<file path="src/rtl/alu_issue_pkg.sv">
// rtl/alu_issue_pkg.sv - opcodes, instruction layout and FSM encoding for alu_issue
package alu_issue_pkg;

  localparam int unsigned DATA_W = 16;

  localparam logic [3:0] OP_ADD  = 4'b0000;
  localparam logic [3:0] OP_ADC  = 4'b0001;
  localparam logic [3:0] OP_SUB  = 4'b0010;
  localparam logic [3:0] OP_SBC  = 4'b0011;
  localparam logic [3:0] OP_AND  = 4'b0100;
  localparam logic [3:0] OP_OR   = 4'b0101;
  localparam logic [3:0] OP_XOR  = 4'b0110;
  localparam logic [3:0] OP_NOT  = 4'b0111;
  localparam logic [3:0] OP_SHL  = 4'b1000;
  localparam logic [3:0] OP_SHR  = 4'b1001;
  localparam logic [3:0] OP_ASR  = 4'b1010;
  localparam logic [3:0] OP_CMP  = 4'b1100;
  localparam logic [3:0] OP_INC  = 4'b1101;
  localparam logic [3:0] OP_DEC  = 4'b1110;
  localparam logic [3:0] OP_PASS = 4'b1111;

  localparam int unsigned OP_LSB  = 12;
  localparam int unsigned RD_LSB  = 10;
  localparam int unsigned RA_LSB  = 8;
  localparam int unsigned RB_LSB  = 6;
  localparam int unsigned IMM_BIT = 5;
  localparam int unsigned IMM_LSB = 0;

  typedef struct packed {
    logic [3:0] op;
    logic [1:0] rd;
    logic [1:0] ra;
    logic [1:0] rb;
    logic       use_imm;
    logic [4:0] imm5;
  } instr_t;

  typedef enum logic [1:0] {
    ST_IDLE  = 2'b00,
    ST_ISSUE = 2'b01,
    ST_WB    = 2'b10
  } state_e;

  function automatic logic [DATA_W-1:0] ext_imm5(input logic [4:0] imm, input logic sext);
    return sext ? {{11{imm[4]}}, imm} : {11'b0, imm};
  endfunction

endpackage

</file>
<file path="src/rtl/alu_issue_regfile.sv">
// rtl/alu_issue_regfile.sv - 4x16 register file, r0 hardwired to zero, 1W/3R
module alu_issue_regfile
  import alu_issue_pkg::*;
(
  input  logic              clk,
  input  logic              rst_n,
  input  logic              we_i,
  input  logic [1:0]        waddr_i,
  input  logic [DATA_W-1:0] wdata_i,
  input  logic [1:0]        ra_addr_i,
  output logic [DATA_W-1:0] ra_data_o,
  input  logic [1:0]        rb_addr_i,
  output logic [DATA_W-1:0] rb_data_o,
  input  logic [1:0]        dbg_addr_i,
  output logic [DATA_W-1:0] dbg_data_o
);

  logic [DATA_W-1:0] regs_q [4];

  // Entry 0 is never written; reads of address 0 are forced to zero below.
  always_ff @(posedge clk or negedge rst_n) begin
    if (!rst_n) begin
      for (int i = 0; i < 4; i++) regs_q[i] <= '0;
    end else if (we_i && (waddr_i != 2'd0)) begin
      regs_q[waddr_i] <= wdata_i;
    end
  end

  assign ra_data_o  = (ra_addr_i  == 2'd0) ? '0 : regs_q[ra_addr_i];
  assign rb_data_o  = (rb_addr_i  == 2'd0) ? '0 : regs_q[rb_addr_i];
  assign dbg_data_o = (dbg_addr_i == 2'd0) ? '0 : regs_q[dbg_addr_i];

endmodule

</file>
<file path="src/rtl/alu_issue.sv">
// rtl/alu_issue.sv - three-state issue/writeback sequencer feeding an external ALU
module alu_issue
  import alu_issue_pkg::*;
#(
  parameter bit IMM_SEXT = 1'b0
) (
  input  logic              clk,
  input  logic              rst_n,
  input  logic              in_valid,
  output logic              in_ready,
  input  logic [15:0]       in_instr,
  output logic [DATA_W-1:0] alu_a,
  output logic [DATA_W-1:0] alu_b,
  output logic [3:0]        alu_sel,
  output logic              alu_cin,
  input  logic [DATA_W-1:0] alu_out,
  input  logic              alu_c,
  input  logic              alu_s,
  input  logic              alu_o,
  input  logic              alu_z,
  input  logic [1:0]        dbg_addr,
  output logic [DATA_W-1:0] dbg_data,
  output logic [3:0]        flags,
  output logic              done
);

  state_e            state_q, state_d;
  instr_t            instr_q, instr_d;
  logic [DATA_W-1:0] alu_a_q, alu_a_d;
  logic [DATA_W-1:0] alu_b_q, alu_b_d;
  logic [3:0]        alu_sel_q, alu_sel_d;
  logic              alu_cin_q, alu_cin_d;
  logic [3:0]        flags_q, flags_d;
  logic              done_q, done_d;
  logic              rf_we;
  logic [DATA_W-1:0] rf_ra_data, rf_rb_data;

  alu_issue_regfile u_regfile (
    .clk        (clk),
    .rst_n      (rst_n),
    .we_i       (rf_we),
    .waddr_i    (instr_q.rd),
    .wdata_i    (alu_out),
    .ra_addr_i  (instr_q.ra),
    .ra_data_o  (rf_ra_data),
    .rb_addr_i  (instr_q.rb),
    .rb_data_o  (rf_rb_data),
    .dbg_addr_i (dbg_addr),
    .dbg_data_o (dbg_data)
  );

  always_ff @(posedge clk or negedge rst_n) begin
    if (!rst_n) state_q <= ST_IDLE;
    else        state_q <= state_d;
  end

  always_comb begin
    state_d = state_q;
    case (state_q)
      ST_IDLE:  if (in_valid) state_d = ST_ISSUE;
      ST_ISSUE: state_d = ST_WB;
      ST_WB:    state_d = ST_IDLE;
      default:  state_d = ST_IDLE;
    endcase
  end

  // done is registered so it rises together with the committed register/flag write.
  always_comb begin
    in_ready  = (state_q == ST_IDLE);
    instr_d   = instr_q;
    alu_a_d   = alu_a_q;
    alu_b_d   = alu_b_q;
    alu_sel_d = alu_sel_q;
    alu_cin_d = alu_cin_q;
    flags_d   = flags_q;
    done_d    = 1'b0;
    rf_we     = 1'b0;
    case (state_q)
      ST_IDLE: begin
        if (in_valid) instr_d = instr_t'(in_instr);
      end
      ST_ISSUE: begin
        alu_a_d   = rf_ra_data;
        alu_b_d   = instr_q.use_imm ? ext_imm5(instr_q.imm5, IMM_SEXT) : rf_rb_data;
        alu_sel_d = instr_q.op;
        alu_cin_d = flags_q[3];
      end
      ST_WB: begin
        rf_we   = (instr_q.op != OP_CMP);
        flags_d = {alu_c, alu_s, alu_o, alu_z};
        done_d  = 1'b1;
      end
      default: ;
    endcase
  end

  always_ff @(posedge clk or negedge rst_n) begin
    if (!rst_n) begin
      instr_q   <= '0;
      alu_a_q   <= '0;
      alu_b_q   <= '0;
      alu_sel_q <= '0;
      alu_cin_q <= 1'b0;
      flags_q   <= '0;
      done_q    <= 1'b0;
    end else begin
      instr_q   <= instr_d;
      alu_a_q   <= alu_a_d;
      alu_b_q   <= alu_b_d;
      alu_sel_q <= alu_sel_d;
      alu_cin_q <= alu_cin_d;
      flags_q   <= flags_d;
      done_q    <= done_d;
    end
  end

  assign alu_a   = alu_a_q;
  assign alu_b   = alu_b_q;
  assign alu_sel = alu_sel_q;
  assign alu_cin = alu_cin_q;
  assign flags   = flags_q;
  assign done    = done_q;

endmodule

</file>
<file path="config.mk">
export PLATFORM = sky130hd
export DESIGN_NAME = alu_issue
export DESIGN_NICKNAME = d
export VERILOG_FILES = /design/src/rtl/alu_issue_pkg.sv /design/src/rtl/alu_issue_regfile.sv /design/src/rtl/alu_issue.sv
export SDC_FILE = /design/constraint.sdc
export NUM_CORES = 1
export LEC_CHECK = 0
export CORE_ASPECT_RATIO = 0.8
export CORE_MARGIN = 3
export CORE_UTILIZATION = 25
export CTS_BUF_LIST = sky130_fd_sc_hd__clkbuf_4
export CTS_CLUSTER_SIZE = 12
export DETAILED_ROUTE_END_ITERATION = 6
export GPL_TIMING_DRIVEN = 0
export SYNTH_ARGS = -nofsm -noshare
export SYNTH_HDL_FRONTEND = slang
export SYNTH_SLANG_ARGS = --single-unit
export TNS_END_PERCENT = 5
</file>
<file path="constraint.sdc">
create_clock -name clk -period 4.4 [get_ports clk]
set_clock_uncertainty 0.05 [all_clocks]
set_input_delay 0.88 -clock clk [delete_from_list [all_inputs] [get_ports clk]]
set_output_delay 0.88 -clock clk [all_outputs]
set_load 0.03 [all_outputs]
</file>
==> results.yml, run 1 <==
power:
  max-vdd-ir-drop_uv: 208
  cellPowerDensity_mw_per_mm2: 660
  leakage_nw: 3.01
detailed_routing:
  post_drt_wl_per_cell_um: 19.1
  drt_iter0_markers: 262
  dr.pass1.iters: 5
  ant_nets: 0
  via_count: 3834
  post-route-drc-count: 0
  vias_per_cell: 4.58
  finalWirelength_um: 16000
global_routing:
  grt_pass1_wl_um: 24500
  grt_antenna_before_repair: 1
  grt_pass1_vias: 4120
  grt_overflow_total: 0
  grt_max_degree: 86
  grt_usage_pct: 13.4
layout:
  stdcell_count: 837
  fillerInstances: 2182
  layout_commonest_cell: "dfrtp_1"
  layout.nets: 566
  area_delta_synth_final_pct: 28.7
  antenna_cells: 0
  final_cell_mix: "124 x dfrtp_1, 96 x mux2_2, 96 x clkdlybuf4s50_1"
  utilization_pct: 33.0
  drive_gt1_share_pct: 29.4
  final_cell_area_mm2: 0.00718
synth:
  synth-xor-area-share_pct: 0
  yosysWarnings: 0
  avgSynthCellArea_um2: 13.7
  synth_compound_area_share_pct: 7.60
  ys_seq_area_share_pct: 55.6
  synth_adder_area_share_pct: 0
  synth_top_family_by_area: "multiplexers"
  syn_area_mm2: 0.00558
  yosysUniqueCellTypes: 26
  syn_inst: 408
  synth-simple-area-share_pct: 7.18
  syn_nets: 449
  muxShareOfSynthArea_pct: 25.8
  synth_seq_cells: 124
critical_path:
  cp-end-kind: "output pin"
  r2r_slack_ns: 2.05
  crit_type: "in -> out"
  startpoint: "dbg_addr[0]"
  slowest_delay_ns: 0.70
  cp_common_cell: "clkbuf_1"
  cp_cell_sequence: "clkbuf_1, nor2b_1, clkbuf_1, clkbuf_1, a22o_1, clkdlybuf4s50_1"
  required_ns: 3.47
  slowest_stage: "clkdlybuf4s50_1"
  r2r_start: "instr_q[8]$_DFFE_PN0P_"
  crit_arrival_ns: 3.26
  cp-start-kind: "primary input"
  crit_fanout: 10
timing:
  tightest_slew_ns: 0.842
  timing.final.crit_share_pct: 95.2
  slew_viol_final: 0
  grt_setup_unrepaired: "false"
  setup_viol: 0
  hold_violations: 0
  timing.fmax_mhz: 239
  max_slew_margin_pct: 43.9
  setup_ws_ns: 0.209
  fin_crit_ns: 4.19
cts:
  clk_pin_slew_ns: 0.11
  post_cts_buffers: 0
  cts_resized: 0
  numCtsBuffers: 17
  cts.hold.buffers_added: 0
  cts_tree: "built"
  clk-insertion-delay-late_ns: 0.53
  cts_buffer_depth: 2
  clock_sinks: 124
  htreeDepth: 4
  cts_root_buf: "clkbuf_4"
min_path:
  hold_path_class: "in -> async"
floorplanning:
  start_util_pct: 25.7
  io_pins: 100
  dieWidth_um: 173
  die_area_mm2: 0.0242
  core_area_mm2: 0.0217
  die-height_um: 140
  std_cell_rows: 48
placement:
  dpl_worst_slack_ns: 0.241
  dp_hpwl_um: 11300
  post_dp_cell_area_mm2: 0.00695
  io_buffers: 97
  placed_cells: 806
  place_congestion: 0.811
run:
  cap_violations: 0
outcome:
  status: "finished, final reports clean"
## power breakdown
part	internal, W	switching [W]	total [W]	leakage (nW)
logic	0.00106	0.00107	0.00213	1.33
clock network	0.000274	0.000403	0.000677	0.129
registers	0.00157	0.000354	0.00192	1.54
## sequential cells by signal, indices dropped and copies added (netlist names)
name and cells:
alu_a 16, state_q 2, done 1, flags 4
alu_sel 4, instr_q 16, u_regfile.regs_q 64, alu_b 16
alu_cin 1
## final cells by class
class                      instances  area (µm²)  area share (%)
sequential                       124        3100            43.2
multi-input combinational        238        2270            31.6
timing repair buffer              98        1000            13.9
tap                              300         375            5.23
buffer                            44         201            2.81
clock buffer                      19         143            1.99
clock inverter                    12        81.3            1.13
inverter                           2        7.51           0.105
## worst paths after layout
kind	to	cells past startpoint
max in group asynchronous	instr_q[1]$_DFFE_PN0P_	2
setup reg to reg	alu_a[8]$_DFFE_PN0N_	5
setup / recovery	dbg_data[3]	6
min in group clk	u_regfile.regs_q[56]$_DFFE_PN0P_	1
hold reg to reg	u_regfile.regs_q[56]$_DFFE_PN0P_	1
hold / removal	u_regfile.regs_q[40]$_DFFE_PN0P_	1
## per-layer routing
| metal | vias to the layer above | track usage [%] | routed length (µm) |
|---|---|---|---|
| met4 | 2 | 3.92 | 187 |
| met2 | 141 | 21.8 | 7650 |
| met5 | - | 0 | 14 |
| met1 | 1942 | 16.9 | 6690 |
| met3 | 20 | 4.99 | 1420 |
| li1 | 1729 | - | - |
## cell families after synthesis
logic type | Yosys count
flops | 124
buf+inv | 46
mux | 112
simple gates | 78
compound gates | 48
## worst max-delay path: cells and delay by family
| kind | cells | cell delay [ns] |
|---|---|---|
| simple gates | 1 | 0.17 |
| compound gates | 1 | 0.33 |
| buf+inv | 4 | 1.87 |
## cells in the mapped netlist
library cell	count	area, µm²
a221o_1	5	50.1
a221oi_1	15	131
a22o_1	27	236
a31oi_1	1	6.26
and2_1	1	6.26
and3_1	5	31.3
and4bb_4	1	16.3
buf_1	3	11.3
buf_2	8	40.0
buf_4	1	7.51
buf_6	3	33.8
clkbuf_1	29	109
clkinv_1	1	3.75
dfrtp_1	124	3100
inv_1	1	3.75
mux2_2	96	1080
mux4_2	16	360
nand2_1	29	109
nand2b_1	1	6.26
nand2b_4	1	13.8
nand3b_1	1	7.51
nor2_1	33	124
nor2b_1	2	12.5
nor3_2	1	10.0
nor3_4	1	16.3
nor4b_4	2	47.6
## stage by stage
step                setup TNS, ns  hold WS (ns)  power, W
global placement          -289.78         0.385   0.00402
detailed placement              0         0.393   0.00409
global route                    0         0.176   0.00500
floorplan                       0         0.375   0.00322
CTS                             0         0.184   0.00477
finish                          0         0.195   0.00473
Note: power is estimated with default switching activity, not from simulation.
==> inputs of run 2 (changes only) <==
CELL_PAD_IN_SITES_DETAIL_PLACEMENT = 0   (was default)
CELL_PAD_IN_SITES_GLOBAL_PLACEMENT = 1   (was default)
PLACE_DENSITY_LB_ADDON = 0.1   (was default)
REMOVE_ABC_BUFFERS = 1   (was default)
SKIP_LAST_GASP = 1   (was default)
==> results.yml, run 2 (same netlist as run 1, synthesis figures left out) <==
outcome:
  status: "finished, final reports clean"
global_routing:
  grt_antenna_before_repair: 1
  grt_pass1_wl_um: 24900
  grt_pass1_vias: 4034
  grt_max_degree: 74
  grt_overflow_total: 0
  grt_usage_pct: 13.7
critical_path:
  slowest_stage: "dlygate4sd2_1"
  crit_type: "in -> out"
  slowest_delay_ns: 0.88
  crit_arrival_ns: 3.13
  cp-start-kind: "primary input"
  crit_fanout: 17
  required_ns: 3.47
  cp-end-kind: "output pin"
  cp_cell_sequence: "dlygate4sd2_1, nor2b_2, buf_8, a22o_1, clkdlybuf4s50_1"
detailed_routing:
  ant_nets: 0
  drt_iter0_markers: 188
  via_count: 3682
  dr.pass1.iters: 6
  post_drt_wl_per_cell_um: 20.0
  post-route-drc-count: 0
  finalWirelength_um: 16100
  vias_per_cell: 4.56
timing:
  setup_viol: 0
  tightest_slew_ns: 1.29
  timing.final.crit_share_pct: 92.2
  hold-worst-slack_ns: 0.311
  fin_crit_ns: 4.06
  hold_violations: 0
  grt_setup_unrepaired: "false"
  timing.fmax_mhz: 246
  max_slew_margin_pct: 13.8
  setup_ws_ns: 0.341
  slew_viol_final: 0
layout:
  layout_commonest_cell: "dfrtp_1"
  area_delta_synth_final_pct: 29.4
  multiInputGateArea_mm2: 0.00228
  seq_area_mm2: 0.00310
  largest_reg_flops: 64
  layout.nets: 530
  drive_gt1_share_pct: 32.1
  final_cell_mix: "124 x dfrtp_1, 96 x mux2_2, 96 x clkdlybuf4s50_1"
  max_flop_register: "u_regfile.regs_q"
  fillerInstances: 2206
  final_cell_area_mm2: 0.00722
placement:
  dp_hpwl_um: 10200
  post_dp_cell_area_mm2: 0.00688
  dpl_worst_slack_ns: -0.325
  place_congestion: 0.693
  io_buffers: 99
power:
  power_w: 0.00493
  cellPowerDensity_mw_per_mm2: 683
  max-vdd-ir-drop_uv: 241
  leakage_nw: 3.00
cts:
  clk-insertion-delay-late_ns: 0.53
  cts.hold.buffers_added: 0
  numCtsBuffers: 17
  post_cts_buffers: 0
  cts_buffer_depth: 2
  htreeDepth: 4
  cts_tree: "built"
  clk_pin_slew_ns: 0.12
  clock_sinks: 124
  cts_resized: 4
  cts_root_buf: "clkbuf_4"
floorplanning:
  std_cell_rows: 48
  die_area_mm2: 0.0242
  die-height_um: 140
  core_area_mm2: 0.0217
  start_util_pct: 25.7
  io_pins: 100
  dieWidth_um: 173
run:
  cap_violations: 0
min_path:
  hold_path_class: "in -> async"
-- run 2: worst paths after layout --
path	from	to	slack, ns	depth (start not counted)
setup / recovery	dbg_addr[0]	dbg_data[8]	0.34	5
hold / removal	rst_n	alu_b[9]$_DFFE_PN0N_	0.31	1
setup reg to reg	state_q[1]$_DFFE_PN0P_	alu_b[3]$_DFFE_PN0N_	1.44	5
hold reg to reg	u_regfile.regs_q[50]$_DFFE_PN0P_	u_regfile.regs_q[50]$_DFFE_PN0P_	0.34	0
max in group asynchronous	rst_n	u_regfile.regs_q[60]$_DFFE_PN0P_	3.25	2
min in group clk	u_regfile.regs_q[50]$_DFFE_PN0P_	u_regfile.regs_q[50]$_DFFE_PN0P_	0.34	0
-- run 2: through the flow --
stage / cells / setup TNS (ns) / utilization (%)
3_5_place_dp: 770 / -3.99 / 31.6
6_report: 807 / 0 / 33.2
4_1_cts: 801 / 0 / 33.1
2_1_floorplan: 364 / 0 / -
3_3_place_gp: 763 / -372.37 / 31.0
5_1_grt: 806 / 0 / 33.2
-- run 2: power breakdown --
group	switching (W)	internal, W	leakage [nW]
registers	0.000447	0.00156	1.54
logic	0.000941	0.00106	1.30
clock network	0.000464	0.000449	0.152
total	0.00185	0.00308	3.00
-- run 2: layout make-up --
cell class / instances / area share, %
Sequential cell: 124 / 43.0
Timing Repair Buffer: 106 / 15.4
Clock buffer: 17 / 1.77
Inverter: 2 / 0.104
Tap cell: 300 / 5.20
Clock inverter: 14 / 2.72
Antenna cell: 6 / 0.208
Multi-Input combinational cell: 238 / 31.6
-- run 2: routing by layer --
layer,vias up,track usage (%),routed length [µm]
met1,1907,19.0,7770
met5,-,0,0
met4,0,4.43,206
li1,1664,-,-
met3,19,3.74,687
met2,92,20.9,7440
-- run 2: critical path, delay by kind of cell --
kind / cells / cell delay (ns)
buffers and inverters: 3 / 1.72
AOI/OAI and AO/OA: 1 / 0.26
and+or+nand+nor: 1 / 0.25
==> inputs of run 3 (changes only) <==
CORE_UTILIZATION = 45   (was 25)
TNS_END_PERCENT = 100   (was 5)
==> results.yml, run 3 (same netlist as run 1, synthesis figures left out) <==
outcome:
  status: "finished, final reports clean"
timing:
  grt_setup_unrepaired: "false"
  slew_viol_final: 0
  tightest_slew_ns: 1.34
  hold_violations: 0
  setup_viol: 0
  max_slew_margin_pct: 10.1
  timing.fmax_mhz: 245
  timing.final.crit_share_pct: 92.8
  fin_crit_ns: 4.08
  hold-worst-slack_ns: 0.239
  setup_ws_ns: 0.317
layout:
  antenna_cells: 0
  final_cell_mix: "124 x dfrtp_1, 97 x clkdlybuf4s50_1, 96 x mux2_2"
  layout_commonest_cell: "dfrtp_1"
  layout.nets: 526
  drive_gt1_share_pct: 31.3
  final_cell_area_mm2: 0.00691
  largest_reg_flops: 64
  max_flop_register: "u_regfile.regs_q"
  area_delta_synth_final_pct: 23.9
critical_path:
  slowest_delay_ns: 0.90
  cp_common_cell: "clkdlybuf4s50_1"
  slowest_stage: "clkdlybuf4s50_1"
  cp-start-kind: "primary input"
  required_ns: 3.47
  crit_family: "buffers and inverters"
  cp-end-kind: "output pin"
  crit_fanout: 17
  r2r_start: "state_q[1]$_DFFE_PN0P_"
  worst-path-buf-inv: 3
  crit_type: "in -> out"
  cp_cell_sequence: "clkdlybuf4s50_1, nor2b_4, buf_12, a22o_1, clkdlybuf4s50_1"
  startpoint: "dbg_addr[0]"
  crit_arrival_ns: 3.15
placement:
  post_dp_cell_area_mm2: 0.00662
  io_buffers: 99
  dp_hpwl_um: 8350
  dpl_worst_slack_ns: -0.465
  place_congestion: 0.755
global_routing:
  grt_pass1_wl_um: 21600
  grt_overflow_total: 0
  grt_pass1_vias: 3899
  grt_max_degree: 76
  grt_usage_pct: 20.8
  grt_antenna_before_repair: 0
floorplanning:
  die_area_mm2: 0.0138
  dieWidth_um: 130
  std_cell_rows: 35
  die-height_um: 106
  io_pins: 100
  core_area_mm2: 0.0118
  start_util_pct: 47.2
detailed_routing:
  post_drt_wl_per_cell_um: 20.8
  post-route-drc-count: 0
  finalWirelength_um: 13400
  drt_iter0_markers: 227
  ant_nets: 0
  via_count: 3629
  dr.pass1.iters: 4
  vias_per_cell: 5.62
power:
  power_w: 0.00473
  cellPowerDensity_mw_per_mm2: 684
  leakage_nw: 2.98
  max-vdd-ir-drop_uv: 299
cts:
  clock_sinks: 124
  clk-insertion-delay-late_ns: 0.51
  clk_pin_slew_ns: 0.10
  htreeDepth: 4
  cts_root_buf: "clkbuf_4"
  cts.hold.buffers_added: 0
  numCtsBuffers: 17
  cts_tree: "built"
  cts_buffer_depth: 2
min_path:
  hold_path_class: "in -> async"
run:
  cap_violations: 0
[run 3: cell types whose count changed in the layout (fill, tap and decap cells not counted), moves of 2 or more]
cell | previous run | this run
clkinvlp_4 | 6 | 0
buf_8 | 5 | 0
clkinv_4 | 2 | 0
diode_2 | 6 | 0
bufinv_16 | 4 | 2
clkbuf_4 | 17 | 22
clkinv_2 | 1 | 7
[run 3: repair_timing]
item | in CTS | in global routing
resized for setup | 2 | 0
setup endpoints to repair | 16 | 16
cloned | 0 | 0
setup buffers | 0 | 1
[run 3: worst register-to-register path, cell delays in order (launching register included)]
cell	delay (ns)
dfrtp_1	0.42
nand2b_2	0.45
buf_16	0.24
clkinv_1	0.79
and3_1	0.55
a221o_1	0.27
[run 3: routing by layer]
| metal | GRT usage (%) | vias to the layer above | wire length, µm |
|---|---|---|---|
| met1 | 28.5 | 1859 | 5990 |
| met2 | 32.4 | 113 | 6570 |
| met5 | 0 | - | 0 |
| met4 | 6.46 | 0 | 154 |
| li1 | - | 1644 | - |
| met3 | 5.78 | 13 | 723 |
[run 3: layout make-up]
class,instances,area [µm²]
fill,989,4910
sequential,124,3100
multi-input combinational,238,2280
timing repair buffer,102,1070
tap,148,185
clock buffer,22,165
clock inverter,10,98.8
inverter,2,7.51
[run 3: metrics by stage]
stage	util [%]	std cells	TNS, ns
finish	58.4	646	0
global route	58.4	646	0
CTS	58.3	645	0
detailed placement	56.0	613	-7.09
global placement	55.4	611	-313.16
floorplan	-	364	0
[run 3: power breakdown]
part           switching (W)  leakage [nW]  internal (W)
Combinational       0.000925          1.28       0.00105
Sequential          0.000428          1.54       0.00157
Clock               0.000397         0.158      0.000360
Total                0.00175          2.98       0.00298
[run 3: worst paths after layout]
check                                                   end  slack [ns]  cells after the start
setup reg to reg                       alu_b[2]$_DFFE_PN0N_        1.51                      5
max in group asynchronous  u_regfile.regs_q[17]$_DFFE_PN0P_        3.35                      2
hold reg to reg            u_regfile.regs_q[52]$_DFFE_PN0P_        0.33                      0
min in group clk           u_regfile.regs_q[52]$_DFFE_PN0P_        0.33                      0
hold / removal                         alu_b[8]$_DFFE_PN0N_        0.24                      1
setup / recovery                                dbg_data[4]        0.32                      5
